[config.mk]
export PLATFORM = sky130hd
export DESIGN_NAME = dcache_port_arbiter
export DESIGN_NICKNAME = d
export VERILOG_FILES = /design/src/rtl/dcache_port_arbiter.sv
export SDC_FILE = /design/constraint.sdc
export NUM_CORES = 1
export LEC_CHECK = 0
export ABC_AREA = 0
export CORE_AREA = 4 4 209 211
export DETAILED_ROUTE_END_ITERATION = 12
export DIE_AREA = 0 0 213 215
export HOLD_SLACK_MARGIN = 0.08
export SETUP_SLACK_MARGIN = 0.15
export SYNTH_ARGS = -nofsm -noshare
export SYNTH_HDL_FRONTEND = slang
export SYNTH_SLANG_ARGS = --single-unit
export TNS_END_PERCENT = 30
[constraint.sdc]
create_clock -name clk_i -period 2.3 [get_ports clk_i]
set_input_delay 0.23 -clock clk_i [delete_from_list [all_inputs] [get_ports clk_i]]
set_output_delay 0.23 -clock clk_i [all_outputs]
set_load 0.1 [all_outputs]
[src/rtl/dcache_port_arbiter.sv]
// Round-robin arbiter that shares one D$ request port among NR_PORTS LSU-side requesters.
// The selected requester stays locked until granted; responses are routed back in order via an ID FIFO.
module dcache_port_arbiter #(
  parameter int unsigned NR_PORTS  = 2,
  parameter int unsigned ADDR_W    = 56,
  parameter int unsigned DATA_W    = 64,
  parameter int unsigned MAX_OUTST = 4
) (
  input  logic                             clk_i,
  input  logic                             rst_ni,
  input  logic                             flush_i,
  input  logic [NR_PORTS-1:0]              req_i,
  input  logic [NR_PORTS-1:0]              we_i,
  input  logic [NR_PORTS*ADDR_W-1:0]       addr_i,
  input  logic [NR_PORTS*DATA_W-1:0]       wdata_i,
  input  logic [NR_PORTS*8-1:0]            be_i,
  input  logic [NR_PORTS*2-1:0]            size_i,
  output logic [NR_PORTS-1:0]              gnt_o,
  output logic [NR_PORTS-1:0]              rvalid_o,
  output logic [DATA_W-1:0]                rdata_o,
  output logic                             req_o,
  output logic                             we_o,
  output logic [ADDR_W-1:0]                addr_o,
  output logic [DATA_W-1:0]                wdata_o,
  output logic [7:0]                       be_o,
  output logic [1:0]                       size_o,
  input  logic                             gnt_i,
  input  logic                             rvalid_i,
  input  logic [DATA_W-1:0]                rdata_i,
  output logic [$clog2(MAX_OUTST):0]       outstanding_o,
  output logic                             unexp_rsp_o
);

  localparam int unsigned SEL_W = (NR_PORTS > 1) ? $clog2(NR_PORTS) : 1;
  localparam int unsigned PTR_W = $clog2(MAX_OUTST);
  localparam int unsigned CNT_W = PTR_W + 1;

  typedef enum logic {IDLE, LOCKED} state_e;

  state_e             state_q, state_d;
  logic [SEL_W-1:0]   sel_q, sel_d;
  logic [SEL_W-1:0]   rr_q, rr_d;
  logic [PTR_W-1:0]   wptr_q, wptr_d;
  logic [PTR_W-1:0]   rptr_q, rptr_d;
  logic [CNT_W-1:0]   cnt_q, cnt_d;
  logic [SEL_W-1:0]   id_mem_q [MAX_OUTST];

  logic [SEL_W-1:0]   scan_idx;
  logic [SEL_W-1:0]   cand_sel;
  logic               cand_vld;
  logic [SEL_W-1:0]   cur_sel;
  logic [SEL_W-1:0]   head_id;
  logic               fifo_full;
  logic               fifo_empty;
  logic               grant;
  logic               push;
  logic               pop;

  assign fifo_full  = (cnt_q == CNT_W'(MAX_OUTST));
  assign fifo_empty = (cnt_q == '0);
  assign head_id    = id_mem_q[rptr_q];

  // NOTE: every always_comb output gets a default first, so no path can infer a latch.
  always_comb begin
    scan_idx = '0;
    cand_sel = '0;
    cand_vld = 1'b0;
    // First set request at or above the rr pointer, wrapping around.
    for (int i = 0; i < NR_PORTS; i++) begin
      scan_idx = SEL_W'((32'(rr_q) + 32'(i)) % NR_PORTS);
      if (!cand_vld && req_i[scan_idx]) begin
        cand_vld = 1'b1;
        cand_sel = scan_idx;
      end
    end
  end

  always_comb begin
    cur_sel = (state_q == LOCKED) ? sel_q : cand_sel;
    req_o   = (state_q == LOCKED) || (!flush_i && !fifo_full && cand_vld);
    grant   = req_o && gnt_i;
    push    = grant;
    pop     = rvalid_i && !fifo_empty;

    we_o    = 1'b0;
    addr_o  = '0;
    wdata_o = '0;
    be_o    = '0;
    size_o  = '0;
    for (int i = 0; i < NR_PORTS; i++) begin
      gnt_o[i]    = grant && (cur_sel == SEL_W'(i));
      rvalid_o[i] = pop && (head_id == SEL_W'(i));
      if (req_o && (cur_sel == SEL_W'(i))) begin
        we_o    = we_i[i];
        addr_o  = addr_i[i*ADDR_W +: ADDR_W];
        wdata_o = wdata_i[i*DATA_W +: DATA_W];
        be_o    = be_i[i*8 +: 8];
        size_o  = size_i[i*2 +: 2];
      end
    end

    rdata_o       = rdata_i;
    unexp_rsp_o   = rvalid_i && fifo_empty;
    outstanding_o = cnt_q;
  end

  always_comb begin
    state_d = state_q;
    sel_d   = sel_q;
    rr_d    = rr_q;
    wptr_d  = wptr_q + PTR_W'(push);
    rptr_d  = rptr_q + PTR_W'(pop);
    cnt_d   = cnt_q + CNT_W'(push) - CNT_W'(pop);

    if (grant) begin
      rr_d = (cur_sel == SEL_W'(NR_PORTS - 1)) ? '0 : cur_sel + SEL_W'(1);
    end

    unique case (state_q)
      IDLE: begin
        if (req_o && !gnt_i) begin
          state_d = LOCKED;
          sel_d   = cand_sel;
        end
      end
      LOCKED: begin
        if (gnt_i) state_d = IDLE;
      end
      default: state_d = IDLE;
    endcase
  end

  // NOTE: sequential state uses non-blocking assignments so all flops update from pre-edge values.
  always_ff @(posedge clk_i or negedge rst_ni) begin
    if (!rst_ni) begin
      state_q <= IDLE;
      sel_q   <= '0;
      rr_q    <= '0;
      wptr_q  <= '0;
      rptr_q  <= '0;
      cnt_q   <= '0;
    end else begin
      state_q <= state_d;
      sel_q   <= sel_d;
      rr_q    <= rr_d;
      wptr_q  <= wptr_d;
      rptr_q  <= rptr_d;
      cnt_q   <= cnt_d;
    end
  end

  // NOTE: the ID storage is not reset; entries are only read below the fill level, which is reset.
  always_ff @(posedge clk_i) begin
    if (push) id_mem_q[wptr_q] <= cur_sel;
  end

endmodule

### Word-level counts from Yosys, hierarchy flattened

Memory sizes are Yosys's and may differ from the RTL's.
Index checks and enable logic that the tools add are counted.

* register bits after elaboration: 10
* RAM bits: 4
* bits of input ports: 333
* output and inout bits: 204
* logic and storage cells: 65
* memories: 1

Memory list
* id_mem_q: depth 4, bits a word 1, read ports 1, clocked after memory_dff 0, write ports 1, RTL line 46 `logic [SEL_W-1:0] id_mem_q [MAX_OUTST];`

* add/subtract/negate cells: 6
* order comparisons: 2
* equality and inequality tests: 1
* multiplexer cells: 25
* bitwise operators: 3
* reductions and logical operators: 21

Operators with widths (count)
* $mux W64: 2
* $mux W56: 2
* $mux W1: 16
* $mux W8: 2
* $logic_and A1 B1 Y1: 13
* $logic_not A1 Y1: 5
* $add A2 B1 Y2: 2
* $lt A1 B2 Y1 const B: 2
* $mux W2: 2
* $add A3 B1 Y3: 1
* $eq A3 B3 Y1 const B: 1
* $logic_not A3 Y1: 1
* $not A1 Y1: 3
* $sub A3 B1 Y3: 1
* $add A1 B1 Y1 const B: 2
* $pmux W1 S2: 1
* $reduce_and A2 Y1: 1
* $logic_or A1 B1 Y1: 1

### Depth between registers and ports, before layout

* depth after elaboration: 11
* mapped depth: 9
* depth with buffers taken out: 9

### Least setup slack after synthesis

Ideal clock, no wire load.

* path type: register to output
* start point: register cnt_q[1], in the netlist outstanding_o[1]
* end point: output unexp_rsp_o
* arrival: 3426 ps
* data required time: 2070 ps
* setup slack: -1356 ps
* cell stages (with the launch flop): 3
* path buffers: 0
* cells stage by stage: dfrtp_1 > or2_2 > nor3b_1

* cells in the longest elaborated chain, start to end: 2

Ends and longest elaborated chain
* start, declared: RTL line 45 `logic [CNT_W-1:0] cnt_q, cnt_d;`
* start signal, assigned: RTL line 148 `cnt_q <= cnt_d;`
* $logic_not A3 Y1: RTL line 60 `assign fifo_empty = (cnt_q == '0);`
* $logic_and A1 B1 Y1: RTL line 103 `unexp_rsp_o = rvalid_i && fifo_empty;`
* end, declared: RTL line 31 `output logic unexp_rsp_o`

Every way passes these cells.

### Worst setup path in the final report

* start point: register rr_q
* end point: output wdata_o[16]

* cells in the longest elaborated chain, start to end: 11
* elaborated cells between the ends (all ways): 19

Ends and longest elaborated chain
* start, declared: RTL line 42 `logic [SEL_W-1:0] rr_q, rr_d;`
* start signal, assigned: RTL line 145 `rr_q <= rr_d;`
* $mux W1 (implied by the code) (2 in series): RTL line 71 `if (!cand_vld && req_i[scan_idx]) begin`
* $mux W1: RTL line 71
* $logic_not A1 Y1: RTL line 71
* $logic_and A1 B1 Y1: RTL line 71
* $mux W1: RTL line 71
* $mux W1 or $logic_and A1 B1 Y1 (tied branches): RTL line 79, 80
* $not A1 Y1 or $logic_or A1 B1 Y1 (tied branches): RTL line 93, 80
* $logic_and A1 B1 Y1: RTL line 93 `if (req_o && (cur_sel == SEL_W'(i))) begin`
* $mux W64: RTL line 93
* $mux W64 (*): RTL line 93
* end, declared: RTL line 24 `output logic [DATA_W-1:0] wdata_o,`

Mark *: on every way between the ends. The rest lies on a longest branch, timed or not. The select of a mux whose other input is x is not followed.

==> results.yml <==
logic_synthesis:
  yosysSeqAreaShare_pct: 12.16
  syn_area_per_cell_um2: 5.480
  yosysWarningCount: 0
  syn_nets: 894
  async_flop_share_pct: 71.43
  yosysMostFrequentCell: "nand2_1"
  synth_edf_count: 4
  netlist_instances: 556
  yosysTopAreaCellShare_pct: 32.28
  synthTopCellsByCount: "nand2_1 (262), a21oi_1 (131), buf_4 (68)"
  synthesis.area_um2: 3047
  synth_flop_cell: "dfrtp_1"
  yosys_register_bits: 14
  synth_top_cell_by_area: "nand2_1"
  synth_area_leaders: "nand2_1 (32%), a21oi_1 (22%), buf_4 (17%)"
  netlist-cell-type-count: 32
setup_path:
  cpPeakStageDelay_ps: 390
  timing.rr.start: "outstanding_o[1]$_DFF_PN0_"
  crit_chain: "nand2b_4 > a22oi_4 > buf_12 > buf_12 > buf_16 > buf_12 > buf_16 > nand2_2 > a21oi_4 > buf_12"
  path_class: "reg -> out"
  critPathCaptureType: "output port"
  cp.arrival_ps: 2080
  timing.reg2reg.setup_slack_ps: 80
  r2r-end: "outstanding_o[2]$_DFF_PN0_"
  worstSetupStartpoint: "rr_q$_DFFE_PN0P_"
  ff2ff_path_depth: 9
  critPathRequiredTime_ps: 2070
  critPathSlowestCell: "dfrtp_1"
  worstPathMaxFanout: 8
  critPathCapture: "wdata_o[16]"
  cp_common_cell: "buf_12"
  startpoint_type: "flop"
timing:
  setup_violations: 3
  slew_violations: 0
  worst_slack_ps: -6.409
  fmaxAchievable_mhz: 433.6
  whs_ps: 320.6
  fin_skew_ps: 1.701
  min_period_ps: 2306
  slew_headroom_pct: 67.69
  rsz0062_at_grt: "true"
  tns_ps: -18.69
  tightest_slew_ps: 483.1
  hold_viol: 0
  fin_crit_sh_pct: 100.3
global_route:
  first_global_vias: 5573
  grt_overflow_total: 0
  groute.usage.overall_pct: 9.164
  antenna_found_initial: 1
  grt_first_pass_wirelength_mm: 32.73
  grt_max_degree: 59
final_layout:
  nNetsFinal: 1285
  area_growth_pct: 268.3
  diodes: 0
  fill_cells: 4309
  layout-drive-gt1-share_pct: 45.77
  seq_area_um2: 380.4
  multi_input_area_um2: 3314
  utilization_pct: 26.87
  fin_cells: 1485
floorplanning:
  coreArea_um2: 41760
  pin_count: 537
  fp.dieW_um: 213
  die_y_um: 215
  dieArea_um2: 45800
  num_rows: 75
  initial_core_util_pct: 7.296
routing:
  m1WireLength_mm: 9.069
  wl_mm: 25.13
  drt-pass1-iter-count: 4
  vias_per_cell: 3.636
  wl_met3_mm: 1.939
  antenna_left: 0
  remaining_drc_errors: 0
  routed-via-count: 5399
  routedWlPerCell_um: 16.92
  top_layer: "met5"
  wl_met2_mm: 13.19
  drt-initial-drc-count: 177
placed_design:
  dp_hpwl_mm: 16.54
  pre_cts_slack_ps: -149.9
  place_congestion: 0.8428
  dp.cells: 1442
  port_buffers: 408
power_and_ir_drop:
  power_density_nw_per_um2: 1108
  p_int_uw: 5042
  switchingPower_uw: 7389
  swShare_pct: 59.44
  clkPwrFrac_pct: 2.6
  ir_drop_mv: 0.4519
  leakagePower_uw: 0.004302
  power_frac_comb_pct: 93.5
  p_seq_share_pct: 3.9
clock_network:
  cts_buffers: 3
  clock_sinks: 14
  clk_latency_ps: 240
  cts_buffer_depth: 2
  root_buffer: "clkbuf_16"
  htreeDepth: 1
  cts_hold_buf: 0
  cts_tree: "yes"
  cts.reportedPaths.clkPinSlew_ps: 50
outcome:
  failed_checks: "negative setup slack"
  run_status: "finished with violations"
job:
  maxCapViolCount: 0
min_path:
  hp-class: "in -> async"
-- layout by cell type, fill, tap and decap left out, drive strengths merged, types with 2 or more instances in the layout --
cell	instances
a21boi	2
a21oi	131
buf	220
clkbuf	8
clkdlybuf4s50	266
dfrtp	10
dlygate4sd2	2
edfxtp	4
ha	4
inv	7
nand2	262
nand2b	2
nor2	7
nor2b	2
nor3b	3
xnor2	2
xor2	2
-- logic make-up (layout without fill, tap and decap cells) --
group | count (synthesis) | after routing | synth area share, %
AND/OR/NAND/NOR | 279 | 279 | 35.61
AO/OA/AOI/OAI | 139 | 139 | 24.64
buffers and inverters | 114 | 504 | 23.41
flip-flops | 14 | 14 | 12.16
adder cells (fa/ha/maj) | 5 | 5 | 2.300
XOR/XNOR | 4 | 4 | 1.150
multiplexers | 1 | 1 | 0.7392
-- flip-flops by register name (all words and copies together) (netlist names) --
signal / flops
rptr_q: 2
sel_q: 1
outstanding_o: 3
id_mem_q: 4
wptr_q: 2
rr_q: 1
state_q: 1
-- what timing repair did --
action                                  4_1_cts  5_1_grt
pin swaps                                    89       86
gates resized for setup                     224      116
endpoints found under the setup margin      133      136
hold endpoints to repair                      0        0
gates cloned                                 12        5
setup buffers                                13        9
-- layer usage --
layer | track usage, % | up-vias
met4 | 3.414 | 2
met3 | 2.202 | 63
li1 | - | 2509
met1 | 9.812 | 2533
met5 | 0 | -
met2 | 17.20 | 292
-- worst min-delay path by stage --
stage | depth (start not counted) | slack (ps) | to
2_1_floorplan | 0 | -70 | outstanding_o[2]$_DFF_PN0_
3_3_place_gp | 0 | 460 | rdata_o[11]
3_5_place_dp | 0 | 460 | rdata_o[11]
4_1_cts | 1 | 330 | sel_q$_DFFE_PN0P_
5_1_grt | 1 | 350 | wptr_q[0]$_DFF_PN0_
6_report | 1 | 320 | wptr_q[0]$_DFF_PN0_
-- power groups by stage --
stage | Combinational, uW | Clock (uW) | Sequential, uW
floorplan | 6070 | 0 | 652
global placement | 9510 | 0 | 464
detailed placement | 9550 | 0 | 476
CTS | 11000 | 332 | 473
global route | 12000 | 348 | 496
finish | 11600 | 326 | 484
-- metrics by stage --
step | power [uW] | area [um^2]
floorplan | 6723 | 3073
global placement | 9976 | 8967
detailed placement | 10020 | 8967
CTS | 11760 | 10440
global route | 12850 | 11220
finish | 12430 | 11220
-- cell type report --
cell class                      count  share of cell area (%)
Timing Repair Buffer              493                   60.04
Multi-Input combinational cell    428                   29.54
Tap cell                          539                   6.010
Sequential cell                    14                   3.389
Clock buffer                        3                  0.6690
Inverter                            7                  0.3233
Clock inverter                      1                 0.03345
-- worst max-delay path: cells and delay by family, from the launching register on --
| family | cells | cell delay [ps] |
|---|---|---|
| AOI/OAI and AO/OA | 2 | 330 |
| buffers and inverters | 6 | 850 |
| DFF | 1 | 390 |
| and+or+nand+nor | 2 | 230 |
(Power assumes the default switching activity.)
